## src/rtl/serv_csr_seq_pkg.sv

```systemverilog
// Shared definitions for the CSR/trap serial-word sequencer: state encoding and
// word-geometry helpers derived from the serial width W.
package serv_csr_seq_pkg;

    typedef enum logic [1:0] {
        ST_IDLE = 2'd0,
        ST_CSR  = 2'd1,
        ST_TRAP = 2'd2,
        ST_MRET = 2'd3
    } state_t;

    localparam int W_DEFAULT   = 1;
    localparam int WORD_CYCLES = 32 / W_DEFAULT;
    localparam int CNT_LAST    = 32 - W_DEFAULT;

    function automatic int word_cycles(input int w);
        return 32 / w;
    endfunction

    // Bit index of the final chunk of a word for a given serial width.
    function automatic logic [4:0] cnt_last(input int w);
        return 5'(32 - w);
    endfunction

endpackage

```

## src/rtl/serv_csr_seq_if.sv

```systemverilog
// Request/strobe bundle between the decoder side (master) and the sequencer (slave).
// Handshake: i_req is held until o_ack pulses; a word runs from the cycle after o_ack.
interface serv_csr_seq_if;
    import serv_csr_seq_pkg::*;

    logic   i_req;
    logic   i_csr_op;
    logic   i_mret_op;
    logic   i_exc;
    logic   i_irq;
    logic   i_stall;
    logic   o_ack;
    logic   o_busy;
    logic   o_en;
    logic   o_cnt0to3;
    logic   o_cnt3;
    logic   o_cnt7;
    logic   o_cnt_done;
    logic   o_trap;
    logic   o_mret;
    logic   o_done;
    state_t o_state;

    modport master (
        output i_req, i_csr_op, i_mret_op, i_exc, i_irq, i_stall,
        input  o_ack, o_busy, o_en, o_cnt0to3, o_cnt3, o_cnt7, o_cnt_done,
               o_trap, o_mret, o_done, o_state
    );

    modport slave (
        input  i_req, i_csr_op, i_mret_op, i_exc, i_irq, i_stall,
        output o_ack, o_busy, o_en, o_cnt0to3, o_cnt3, o_cnt7, o_cnt_done,
               o_trap, o_mret, o_done, o_state
    );

endinterface

```

## src/rtl/serv_csr_bitcnt.sv

```systemverilog
// Serial bit-position counter: advances by W on each running cycle and decodes
// which chunk carries bits 0..3, 3, 7 and the last bit of the word.
module serv_csr_bitcnt
    import serv_csr_seq_pkg::*;
#(
    parameter int    W              = 1,
    parameter string RESET_STRATEGY = "MINI"
) (
    input  logic i_clk,
    input  logic i_rst,
    input  logic i_clr,
    input  logic i_run,
    output logic o_cnt0to3,
    output logic o_cnt3,
    output logic o_cnt7,
    output logic o_cnt_done
);

    localparam logic [4:0] STEP    = 5'(W);
    localparam logic [4:0] MASK    = ~(STEP - 5'd1);
    localparam logic [4:0] LAST    = cnt_last(W);
    localparam bit         RST_CNT = (RESET_STRATEGY != "NONE");

    logic [4:0] r_cnt;

    // Chunks are W-aligned, so a bit lives in the chunk whose masked index matches.
    always_ff @(posedge i_clk) begin
        if ((RST_CNT && i_rst) || i_clr) begin
            r_cnt <= 5'd0;
        end else if (i_run) begin
            r_cnt <= r_cnt + STEP;
        end
    end

    assign o_cnt0to3  = i_run && (r_cnt < 5'd4);
    assign o_cnt3     = i_run && ((r_cnt & MASK) == (5'd3 & MASK));
    assign o_cnt7     = i_run && ((r_cnt & MASK) == (5'd7 & MASK));
    assign o_cnt_done = i_run && (r_cnt == LAST);

endmodule

```

## src/rtl/serv_csr_seq.sv

```systemverilog
// CSR/trap sequencer: accepts one boundary request, arbitrates exception/irq/mret/CSR
// and runs one 32-bit serial word, pulsing o_done the cycle after the last chunk.
module serv_csr_seq
    import serv_csr_seq_pkg::*;
#(
    parameter int    W              = 1,
    parameter string RESET_STRATEGY = "MINI"
) (
    input  logic            i_clk,
    input  logic            i_rst,
    serv_csr_seq_if.slave   bus
);

    localparam bit RST_DONE = (RESET_STRATEGY != "NONE");

    state_t r_state;
    state_t w_next;
    logic   r_done;
    logic   w_done_next;
    logic   w_ack;
    logic   w_active;
    logic   w_run;
    logic   w_cnt_done;

    assign w_active = (r_state != ST_IDLE);
    assign w_run    = w_active && !bus.i_stall;
    // The o_done cycle blocks acceptance so consecutive words are always separated.
    assign w_ack    = (r_state == ST_IDLE) && bus.i_req && !r_done && !i_rst;

    always_ff @(posedge i_clk) begin
        if (i_rst) begin
            r_state <= ST_IDLE;
        end else begin
            r_state <= w_next;
        end
    end

    always_ff @(posedge i_clk) begin
        if (RST_DONE && i_rst) begin
            r_done <= 1'b0;
        end else begin
            r_done <= w_done_next;
        end
    end

    always_comb begin
        w_next      = r_state;
        w_done_next = 1'b0;
        case (r_state)
            ST_IDLE: begin
                if (w_ack) begin
                    if (bus.i_exc || bus.i_irq) begin
                        w_next = ST_TRAP;
                    end else if (bus.i_mret_op) begin
                        w_next = ST_MRET;
                    end else if (bus.i_csr_op) begin
                        w_next = ST_CSR;
                    end else begin
                        w_done_next = 1'b1;
                    end
                end
            end
            default: begin
                if (w_cnt_done) begin
                    w_next      = ST_IDLE;
                    w_done_next = 1'b1;
                end
            end
        endcase
    end

    serv_csr_bitcnt #(
        .W              (W),
        .RESET_STRATEGY (RESET_STRATEGY)
    ) u_bitcnt (
        .i_clk      (i_clk),
        .i_rst      (i_rst),
        .i_clr      (w_ack),
        .i_run      (w_run),
        .o_cnt0to3  (bus.o_cnt0to3),
        .o_cnt3     (bus.o_cnt3),
        .o_cnt7     (bus.o_cnt7),
        .o_cnt_done (w_cnt_done)
    );

    assign bus.o_ack      = w_ack;
    assign bus.o_busy     = w_active;
    assign bus.o_en       = w_run;
    assign bus.o_cnt_done = w_cnt_done;
    assign bus.o_trap     = (r_state == ST_TRAP);
    assign bus.o_mret     = (r_state == ST_MRET);
    assign bus.o_done     = r_done;
    assign bus.o_state    = r_state;

endmodule
```

## src/flat_wrapper.sv

```systemverilog
// flat-port wrapper written by rule: the top's interface ports become plain ports
module serv_csr_seq_flat import serv_csr_seq_pkg::*;
#(
    parameter int    W              = 1,
    parameter string RESET_STRATEGY = "    "
)
  (i_clk, i_rst, bus_i_req, bus_i_csr_op, bus_i_mret_op, bus_i_exc, bus_i_irq, bus_i_stall, bus_o_ack, bus_o_busy, bus_o_en, bus_o_cnt0to3, bus_o_cnt3, bus_o_cnt7, bus_o_cnt_done, bus_o_trap, bus_o_mret, bus_o_done, bus_o_state);
  serv_csr_seq_if bus_i ();
  input  logic i_clk;
  input  logic i_rst;
  input wire logic [$bits(bus_i.i_req)-1:0] bus_i_req;
  input wire logic [$bits(bus_i.i_csr_op)-1:0] bus_i_csr_op;
  input wire logic [$bits(bus_i.i_mret_op)-1:0] bus_i_mret_op;
  input wire logic [$bits(bus_i.i_exc)-1:0] bus_i_exc;
  input wire logic [$bits(bus_i.i_irq)-1:0] bus_i_irq;
  input wire logic [$bits(bus_i.i_stall)-1:0] bus_i_stall;
  output wire logic [$bits(bus_i.o_ack)-1:0] bus_o_ack;
  output wire logic [$bits(bus_i.o_busy)-1:0] bus_o_busy;
  output wire logic [$bits(bus_i.o_en)-1:0] bus_o_en;
  output wire logic [$bits(bus_i.o_cnt0to3)-1:0] bus_o_cnt0to3;
  output wire logic [$bits(bus_i.o_cnt3)-1:0] bus_o_cnt3;
  output wire logic [$bits(bus_i.o_cnt7)-1:0] bus_o_cnt7;
  output wire logic [$bits(bus_i.o_cnt_done)-1:0] bus_o_cnt_done;
  output wire logic [$bits(bus_i.o_trap)-1:0] bus_o_trap;
  output wire logic [$bits(bus_i.o_mret)-1:0] bus_o_mret;
  output wire logic [$bits(bus_i.o_done)-1:0] bus_o_done;
  output wire logic [$bits(bus_i.o_state)-1:0] bus_o_state;
  assign bus_i.i_req = bus_i_req;
  assign bus_i.i_csr_op = bus_i_csr_op;
  assign bus_i.i_mret_op = bus_i_mret_op;
  assign bus_i.i_exc = bus_i_exc;
  assign bus_i.i_irq = bus_i_irq;
  assign bus_i.i_stall = bus_i_stall;
  assign bus_o_ack = bus_i.o_ack;
  assign bus_o_busy = bus_i.o_busy;
  assign bus_o_en = bus_i.o_en;
  assign bus_o_cnt0to3 = bus_i.o_cnt0to3;
  assign bus_o_cnt3 = bus_i.o_cnt3;
  assign bus_o_cnt7 = bus_i.o_cnt7;
  assign bus_o_cnt_done = bus_i.o_cnt_done;
  assign bus_o_trap = bus_i.o_trap;
  assign bus_o_mret = bus_i.o_mret;
  assign bus_o_done = bus_i.o_done;
  assign bus_o_state = bus_i.o_state;
  serv_csr_seq #(.W(W), .RESET_STRATEGY(RESET_STRATEGY)) u_core (.i_clk(i_clk), .i_rst(i_rst), .bus(bus_i));
endmodule
```

## config.mk

```make
export PLATFORM = sky130hd
export DESIGN_NAME = serv_csr_seq_flat
export DESIGN_NICKNAME = d
export VERILOG_FILES = /design/src/rtl/serv_csr_seq_pkg.sv /design/src/rtl/serv_csr_seq_if.sv /design/src/rtl/serv_csr_bitcnt.sv /design/src/rtl/serv_csr_seq.sv /design/src/flat_wrapper.sv
export SDC_FILE = /design/constraint.sdc
export NUM_CORES = 1
export LEC_CHECK = 0
export BUFFER_PORTS_ARGS = -buffer_cell sky130_fd_sc_hd__buf_2
export CORE_MARGIN = 4
export CORE_UTILIZATION = 32
export CTS_CLUSTER_DIAMETER = 100
export CTS_CLUSTER_SIZE = 14
export DETAILED_ROUTE_END_ITERATION = 6
export PLACE_DENSITY_LB_ADDON = 0.12
export REMOVE_ABC_BUFFERS = 1
export SLEW_MARGIN = 20
export SYNTH_ARGS = -nofsm -noshare
export SYNTH_HDL_FRONTEND = slang
export SYNTH_SLANG_ARGS = --single-unit
```

## constraint.sdc

```tcl
create_clock -name i_clk -period 1.2 [get_ports i_clk]
set_input_delay 0.24 -clock i_clk [delete_from_list [all_inputs] [get_ports i_clk]]
set_output_delay 0.24 -clock i_clk [all_outputs]
set_load 0.05 [all_outputs]
```

# Yosys cells after proc, flatten, opt, wreduce, memory -nomap -nowiden

Index checks and enable logic that the tools add are counted.

Word-level logic and storage cells: 41
Flip-flop bits (word level): 8

$add $sub $neg: 1
Equality and inequality tests: 7
Magnitude comparators: 1
Reductions and logical operators: 17
Mux-type cells: 12

Operators with widths:

| kind                                                       | count |
|---|---|
| two-way mux 2 bit                                          | 6 |
| logical AND 1 bit                                          | 8 |
| two-way mux 1 bit                                          | 6 |
| adder 5 x 1 -> 5 bit, second input constant                | 1 |
| equality test 5 x 2 -> 1 bit, second input constant        | 1 |
| equality test 5 x 3 -> 1 bit, second input constant        | 1 |
| equality test 5 bit, second input constant                 | 1 |
| less-than comparator 5 x 3 -> 1 bit, second input constant | 1 |
| equality test 2 bit, second input constant                 | 2 |
| inequality test 4 bit, second input constant               | 1 |
| nonzero test 2 bit                                         | 2 |
| zero test 1 bit                                            | 3 |
| AND reduction 3 bit                                        | 1 |
| zero test 2 bit                                            | 1 |
| logical OR 1 bit                                           | 2 |
| inequality test 2 bit, second input constant               | 1 |

# Depth between registers and ports, before layout

Gate-level depths: netlist of the first run.

Depth after elaboration: 6
Gate-level depth with buffers: 6

# Hierarchy

Synthesis of the first run repeated with hierarchy kept, for this count alone.

Cell total of the unflattened synthesis: 50
Area, all modules: 467.9 sq um

Modules (own cells, without submodules):

| module          | cells an instance | area an instance (sq um) | times used |
|---|---|---|---|
| serv_csr_bitcnt | 30                | 291.5                    | 1 |
| serv_csr_seq    | 20                | 176.4                    | 1 |

# Worst setup path after synthesis of the first run

No wires, ideal clock.

Path kind: flip-flop to output port
Start: reg u_core.r_state[1], in the netlist u_core.bus.o_state[1]
End: out bus_o_cnt0to3
Buffers on the path: 0
Data required time: 0.960 ns
Arrival time: 1.967 ns
Setup slack: -1.007 ns
Cell stages (with the launch flop): 4
Cell sequence: dfxtp_1 > o21bai_2 > or3_1 > nor2_1

Cells in the longest elaborated chain, start to end: 3

Ends and longest elaborated chain:

| element                  | line                  | source |
|---|---|---|
| start: declaration       | serv_csr_seq.sv:16    | `state_t r_state;` |
| start signal: assignment | serv_csr_seq.sv:34    | `r_state <= w_next;` |
| nonzero test 2 bit       | serv_csr_seq.sv:25    | `assign w_active = (r_state != ST_IDLE);` |
| logical AND 1 bit        | serv_csr_seq.sv:26    | `assign w_run = w_active && !bus.i_stall;` |
| logical AND 1 bit        | serv_csr_bitcnt.sv:35 | `assign o_cnt0to3 = i_run && (r_cnt < 5'd4);` |
| end: declaration         | flat_wrapper.sv:20    | `output wire logic [$bits(bus_i.o_cnt0to3)-1:0] bus_o_cnt0to3;` |

No other way between the ends.

# Final worst setup path of the first run

Start: reg u_core.r_state[0], in the netlist u_core.bus.o_state[0]
End: out bus_o_ack

Cells in the longest elaborated chain, start to end: 4

Ends and longest elaborated chain:

| element                         | line               | source |
|---|---|---|
| zero test 2 bit                 | serv_csr_seq.sv:28 | `assign w_ack = (r_state == ST_IDLE) && bus.i_req && !r_done && !i_rst;` |
| logical AND 1 bit (3 in series) | serv_csr_seq.sv:28 |  |
| end: declaration                | flat_wrapper.sv:17 | `output wire logic [$bits(bus_i.o_ack)-1:0] bus_o_ack;` |

No other way between the ends.

==> results of run 1 <==
==> kinds of logic (layout without fill, tap and decap cells) <==
family | count (synthesis) | after routing | share of synthesized area [%]
fa+ha+maj | 2 | 2 | 5.881
simple gates | 25 | 25 | 32.65
flops | 8 | 8 | 37.65
xor+xnor | 1 | 1 | 2.059
buf+inv | 3 | 46 | 2.647
compound gates | 13 | 13 | 19.12
==> worst max path at each step <==
stage	slack, ps	depth (start not counted)	endpoint	startpoint
CTS	-410	4	bus_o_cnt3	u_core.bus.o_state[1]
floorplan	-1010	3	bus_o_cnt0to3	u_core.bus.o_state[1]
finish	-440	4	bus_o_ack	u_core.bus.o_state[0]
global placement	-310	6	bus_o_cnt_done	u_core.u_bitcnt.r_cnt[0]
detailed placement	-330	5	bus_o_cnt3	bus_i_stall
global route	-500	4	bus_o_ack	u_core.bus.o_state[0]
==> area by class of cell <==
cell class | count | area [µm²]
inverters | 3 | 11.26
repair buffers | 40 | 365.4
multi-input cells | 41 | 382.9
well taps | 14 | 17.52
fillers | 70 | 201.4
clock buffers | 3 | 22.52
flip-flops and latches | 8 | 170.2
==> cell usage in the layout, fill, tap and decap left out, types with 3 or more instances in the layout <==
cell      synthesis  final
buf_2             0      7
buf_6             0     12
buf_4             0     15
buf_8             0      5
a21oi_2           1      3
nand2_1           5      5
or3_4             0      3
nor2_2            0      3
clkbuf_4          0      4
nor2_1            7      4
dfxtp_1           8      4
==> timing repair <==
| action | 4_1_cts | 5_1_grt |
|---|---|---|
| pin swaps | 13 | 5 |
| setup endpoints to repair | 19 | 20 |
| setup buffers | 3 | 6 |
| resized for setup | 60 | 12 |
==> metal layers <==
| layer | track usage (%) | vias up |
|---|---|---|
| met5 | 0 | - |
| met4 | 12.65 | 0 |
| met3 | 5.285 | 8 |
| met2 | 29.23 | 29 |
| met1 | 18.36 | 258 |
| li1 | - | 270 |
==> worst max-delay path, delay by kind of cell (launching register included) <==
family | cells | cell delay [ps]
flip-flops | 1 | 360
AND/OR/NAND/NOR | 2 | 490
buffers and inverters | 2 | 280
==> sequential cells by signal, summed over array words and instances, names as in the netlist <==
signal / cells
u_core.bus.o_done: 1
u_core.u_bitcnt.r_cnt: 5
u_core.bus.o_state: 2
==> power groups by stage <==
| stage | clock (mW) | combinational [mW] | sequential (mW) |
|---|---|---|---|
| 2_1_floorplan | 0 | 0.105 | 0.306 |
| 3_3_place_gp | 0 | 0.196 | 0.285 |
| 3_5_place_dp | 0 | 0.197 | 0.286 |
| 4_1_cts | 0.211 | 0.267 | 0.286 |
| 5_1_grt | 0.245 | 0.320 | 0.285 |
| 6_report | 0.234 | 0.306 | 0.284 |
==> stage by stage <==
stage / hold slack, ps / instance area, µm² / std cells / setup TNS, ps / utilization [%]
after floorplan: 309.1 / 425.4 / 52 / -7171 / -
final: 223.1 / 969.7 / 109 / -4231 / 82.80
after CTS: 194.7 / 888.4 / 104 / -3065 / 75.85
after detailed placement: 459.6 / 650.6 / 100 / -2683 / 55.56
after global placement: 465.0 / 650.6 / 100 / -2519 / 55.56
after global routing: 220.3 / 969.7 / 109 / -4868 / 82.80
==> impl_results.md, run 1 <==
* Post-CTS Hold Fix Bufs at 0
* Die ar. at a little under 2000 µm²
* CTS tree: done
* Hold Crit Start: i_rst
* Clock Path Buffers at 2
* Via density at a little over 5
* Die width at 44.46 µm
* Yosys reg bits at 8
* Max Cap Viol at 0
* Ports at 20
* WL met2 at 1043 µm
* FF-to-FF End: u_core.bus.o_done
* IO Port Bufs at 19
* Final GP Congestion at 0.7295
* H-tree depth at 1
* Worst r2r path cells at 7
* Worst hold path depth at 2
* # setup viols final at 19
* Uppermost routed layer: met4
* Post-Syn Area at ~430 µm²
* Later-pin clock latency in the skew report at 270 ps
* Vias in the first global route at around 570
* Final nets at 107
* Startpoint class of the critical path: flip-flop
* Routed Antenna Nets at 0
* Status: complete, but fails checks
* Crit share post-route at 136.9%
* Sw Pwr at 0.2938 mW
* Largest net degree at the start of global routing at 9
* First-pass GRT wire length at about 2500 µm
* Clk_skew at about 7.9 ps
* Synth area leader: dfxtp_1
* CTS clk-pin slew, worst paths at ~70 ps
* Sequential fraction of design power at approximately a third
* Pleak at between 0.4 and 0.5 nW
* Final min period at between 1500 and 2000 ps
* Root Driver: clkbuf_4
* Pre-CTS setup slack at -331.1 ps
* Synth Area per Inst at around 8.2 µm²
* Final Power at 0.8246 mW
* Top post-synthesis cells by count: 8 x dfxtp_1, 7 x nor2_1, 5 x a21oi_1, 5 x nand2_1, 4 x o21ai_0
* Layout cells sized above 1 at between 70% and 80%
* Antenna cell count at 0
* Die Span Y at roughly 44 µm
* RSZ-0062 raised after global routing: true
* DRT met1 WL at ~670 µm
* Cell variety after synth at 23
* GRT Overall Usage at ~18%
* Worst slew margin at about four fifths
* Fmax achieved at 608.6 MHz
* Fin. Hold Viols at 0
* Gr ovfl total at 0
* Initial antenna violation count at 0
* Crit path max-delay cell type: dfxtp_4
* Arrival @ worst endpoint at roughly 1400 ps
* Total core area at 1171 µm²
* Worst VDD drop at about 0.00084 V
* Synth top area share at between 30% and 40%
* Sw Share at approximately 36%
* Avg WL per Cell at around 17 µm
* Crit. End Element: output port
* Row count at 12
* Synthesis Warnings at 0
* R2r setup slk at -210 ps
* Worst path required time at 960 ps
* Area contributors post-synth: dfxtp_1 38%, nor2_1 6.2%, a21oi_1 5.9%
* WL final at about 1900 µm
* Crit Reg-Reg Startpoint: u_core.u_bitcnt.r_cnt[1]
* Peak fanout along the critical path at 2
* Iter 0 DRT Violations at 12
* Largest stage delay, worst path at ~360 ps
* Clock power frac at 28.4%
* Number of enable flip-flop cells after synthesis at 0
* End of the worst hold path: u_core.bus.o_state[1]
* Final Max Tran Viols at 0
* Area growth syn-to-layout at 127.9%
* Most frequent cell after synthesis: dfxtp_1
* Drt drc at 0
* Cells along the critical path: buf_6 > nor4b_4 > nor2b_4 > buf_6
* First-pass DRT Iterations at 4
* CP Class: reg2out
* Register area share after synthesis at a little under two fifths
* Least-Margin Pin Slew at 324.9 ps
* Synth Flop Type: dfxtp_1
* Clk sink count at 8
* Post-synth ARST share at 0%
* Comb power frac at 37.1%
* Inserted Clock Buffers at 3
* Final worst setup slack at -443.1 ps
* Most frequent CP cell: buf_6
* Power Dens Cells at about 850 nW/µm²
* Failing checks: setup timing
* Initial core utilization at approximately 36%
* Met3 wire length at around 120 µm
* Post-DP HPWL at slightly below 900 µm
* Hold crit path type: in2reg
* Int Pwr at approximately 0.53 mW
* Via Count at around 570
* Synth Instances at 52
Note: power is estimated with default switching activity, not from simulation.
==> run 2, diff against run 1 <==
Settings changed: PLACE_DENSITY_LB_ADDON 0.12 to not set.
==> impl_results.md, run 2 (synthesis gave the netlist of run 1 again) <==
* Worst path required time at 960 ps (about the same)
* Worst slew margin at 80.95% (+2.8 points)
* Sw Share at 33.16% (-2.5 points)
* Die Span Y at 44.46 µm (unchanged)
* Inserted Clock Buffers at 3 (unchanged)
* Fin. Hold Viols at 0 (unchanged)
* FF-to-FF End: u_core.bus.o_state[0]
* First-pass GRT wire length at 2063 µm (-18%)
* Layout cells sized above 1 at 74.44% (-2.4 points)
* Final Max Tran Viols at 0 (unchanged)
* Status: complete, but fails checks
* Iter 0 DRT Violations at 4 (-8)
* Power Dens Cells at 870.2 nW/µm² (+2.3%)
* Hold Crit Start: i_rst
* Final GP Congestion at 0.7220 (-1.0%)
* # setup viols final at 18 (-1)
* Crit share post-route at 133.6% (-3.4 points)
* Vias in the first global route at 513 (-9.5%)
* Via density at 5.096 (-1.7%)
* Worst hold path depth at 2 (unchanged)
* GRT Overall Usage at 14.20% (-3.3 points)
* Die width at 44.46 µm (unchanged)
* CTS tree: done
* Post-DP Area at 643.1 µm² (-1.2%)
* Largest Register: u_core.u_bitcnt.r_cnt
* Area growth syn-to-layout at 112.4%
* Fmax achieved at 623.9 MHz (+2.5%)
* Via Count at 530 (-6.2%)
* Largest net degree at the start of global routing at 9 (unchanged)
* Startpoint class of the critical path: flip-flop
* Routed Antenna Nets at 0 (unchanged)
* Max reg flops at 5 (unchanged)
* Clk_skew at 2.390 ps (-5.541 ps)
* Final Cell Area at 903.4 µm² (-6.8%)
* Failing checks: setup timing
* Post-DP HPWL at 869.5 µm (-2.7%)
* Sw Pwr at 0.2607 mW (-11%)
* Int Pwr at 0.5254 mW (-1.0%)
* Later-pin clock latency in the skew report at 250 ps (-20 ps)
* WL final at 1600 µm (-16%)
* Peak fanout along the critical path at 2 (unchanged)
* Post-CTS Hold Fix Bufs at 0 (unchanged)
* Hold crit path type: in2reg
* Final min period at 1603 ps (-40.38 ps)
* Max Cap Viol at 0 (unchanged)
* Arrival @ worst endpoint at 1360 ps (-40 ps)
* Root Driver: clkbuf_4
* Clock Path Buffers at 2 (unchanged)
* Worst r2r path cells at 7 (unchanged)
* Final worst setup slack at -402.7 ps (+40.38 ps)
* Ports at 20 (unchanged)
* Comb power frac at 37.5% (+0.4 points)
* Sequential fraction of design power at 35.8% (+1.3 points)
* End of the worst hold path: u_core.bus.o_state[0]
* Pre-CTS setup slack at -317.8 ps (+13.27 ps)
* Drt drc at 0 (unchanged)
* Crit. End Element: output port
* Most frequent cells in the layout: 11 x buf_6, 11 x buf_4, 8 x buf_2
* R2r setup slk at -90 ps (+120 ps)
* Least-Margin Pin Slew at 283.4 ps (-41.46 ps)
* Pleak at 0.3800 nW (-5.7%)
* Initial antenna violation count at 0 (unchanged)
* Die ar. at 1977 µm² (unchanged)
* First-pass DRT Iterations at 4 (unchanged)
* Clock power frac at 26.7% (-1.7 points)
* RSZ-0062 raised after global routing: true
* Row count at 12 (unchanged)
* IO Port Bufs at 19 (unchanged)
* CP Class: reg2out
* CTS clk-pin slew, worst paths at 60 ps (about the same)
* Clk sink count at 8 (unchanged)
* Crit Reg-Reg Startpoint: u_core.u_bitcnt.r_cnt[0]
* H-tree depth at 1 (unchanged)
* Total core area at 1171 µm² (unchanged)
* Worst VDD drop at 0.0006328 V (-24%)
* Initial core utilization at 36.32% (unchanged)
* Final nets at 102 (-4.7%)
* # fillers at 69 (-1.4%)
* Antenna cell count at 0 (unchanged)
* Gr ovfl total at 0 (unchanged)
* Avg WL per Cell at 15.38 µm (-12%)
==> run 2: cell type report <==
cell class	instances	area [µm²]	share of cell area, %
multi-input combinational	41	362.8	40.17
timing repair buffer	35	321.6	35.60
sequential	8	165.2	18.28
clock buffer	3	22.52	2.493
tap	14	17.52	1.939
inverter	3	13.76	1.524
==> run 2: timing repair <==
| item | in CTS | in global routing |
|---|---|---|
| pin swaps | 7 | 9 |
| setup endpoints to repair | 19 | 18 |
| setup buffers | 2 | 4 |
| endpoints found under the hold margin | 0 | 0 |
| resized for setup | 36 | 30 |
==> run 2: per-layer routing <==
layer | up-vias | part of all wire [%] | track usage (%)
met3 | 6 | 4.8 | 2.439
met1 | 250 | 37 | 14.46
met2 | 16 | 56 | 26.07
met5 | - | 0 | 0
met4 | 0 | 2.5 | 9.036
li1 | 258 | - | -
==> run 2: metrics by stage <==
stage / total power [mW] / TNS [ps] / util, % / hold slack, ps / instances
after detailed placement: 0.4802 / -2669 / 54.91 / 468.5 / 99
after global routing: 0.8213 / -3844 / 77.14 / 239.3 / 104
after CTS: 0.7280 / -3074 / 68.06 / 206.8 / 104
after floorplan: 0.4108 / -7171 / - / 309.1 / 52
after global placement: 0.4792 / -2558 / 54.91 / 467.7 / 99
final: 0.7861 / -3133 / 77.14 / 235.6 / 104
==> run 2: power groups by stage <==
stage	Combinational [mW]	Sequential, mW	Clock [mW]
3_3_place_gp	0.195	0.284	0
6_report	0.295	0.281	0.210
4_1_cts	0.236	0.281	0.212
5_1_grt	0.311	0.282	0.228
2_1_floorplan	0.105	0.306	0
3_5_place_dp	0.196	0.284	0
==> run 2: worst max-delay path: stages (launching register included) <==
cell	delay, ps
dfxtp_2	350
ha_4	140
and3_4	190
ha_4	150
inv_4	50
nor2_4	70
buf_6	160
==> run 2: how the worst max path moves through the flow <==
stage                           endpoint  depth (start not counted)                      from  slack, ps
after CTS                      bus_o_ack                          4     u_core.bus.o_state[1]       -380
after global routing      bus_o_cnt_done                          6  u_core.u_bitcnt.r_cnt[0]       -440
final                     bus_o_cnt_done                          6  u_core.u_bitcnt.r_cnt[0]       -400
after floorplan            bus_o_cnt0to3                          3     u_core.bus.o_state[1]      -1010
after detailed placement      bus_o_cnt3                          5               bus_i_stall       -320
after global placement        bus_o_cnt3                          5               bus_i_stall       -300
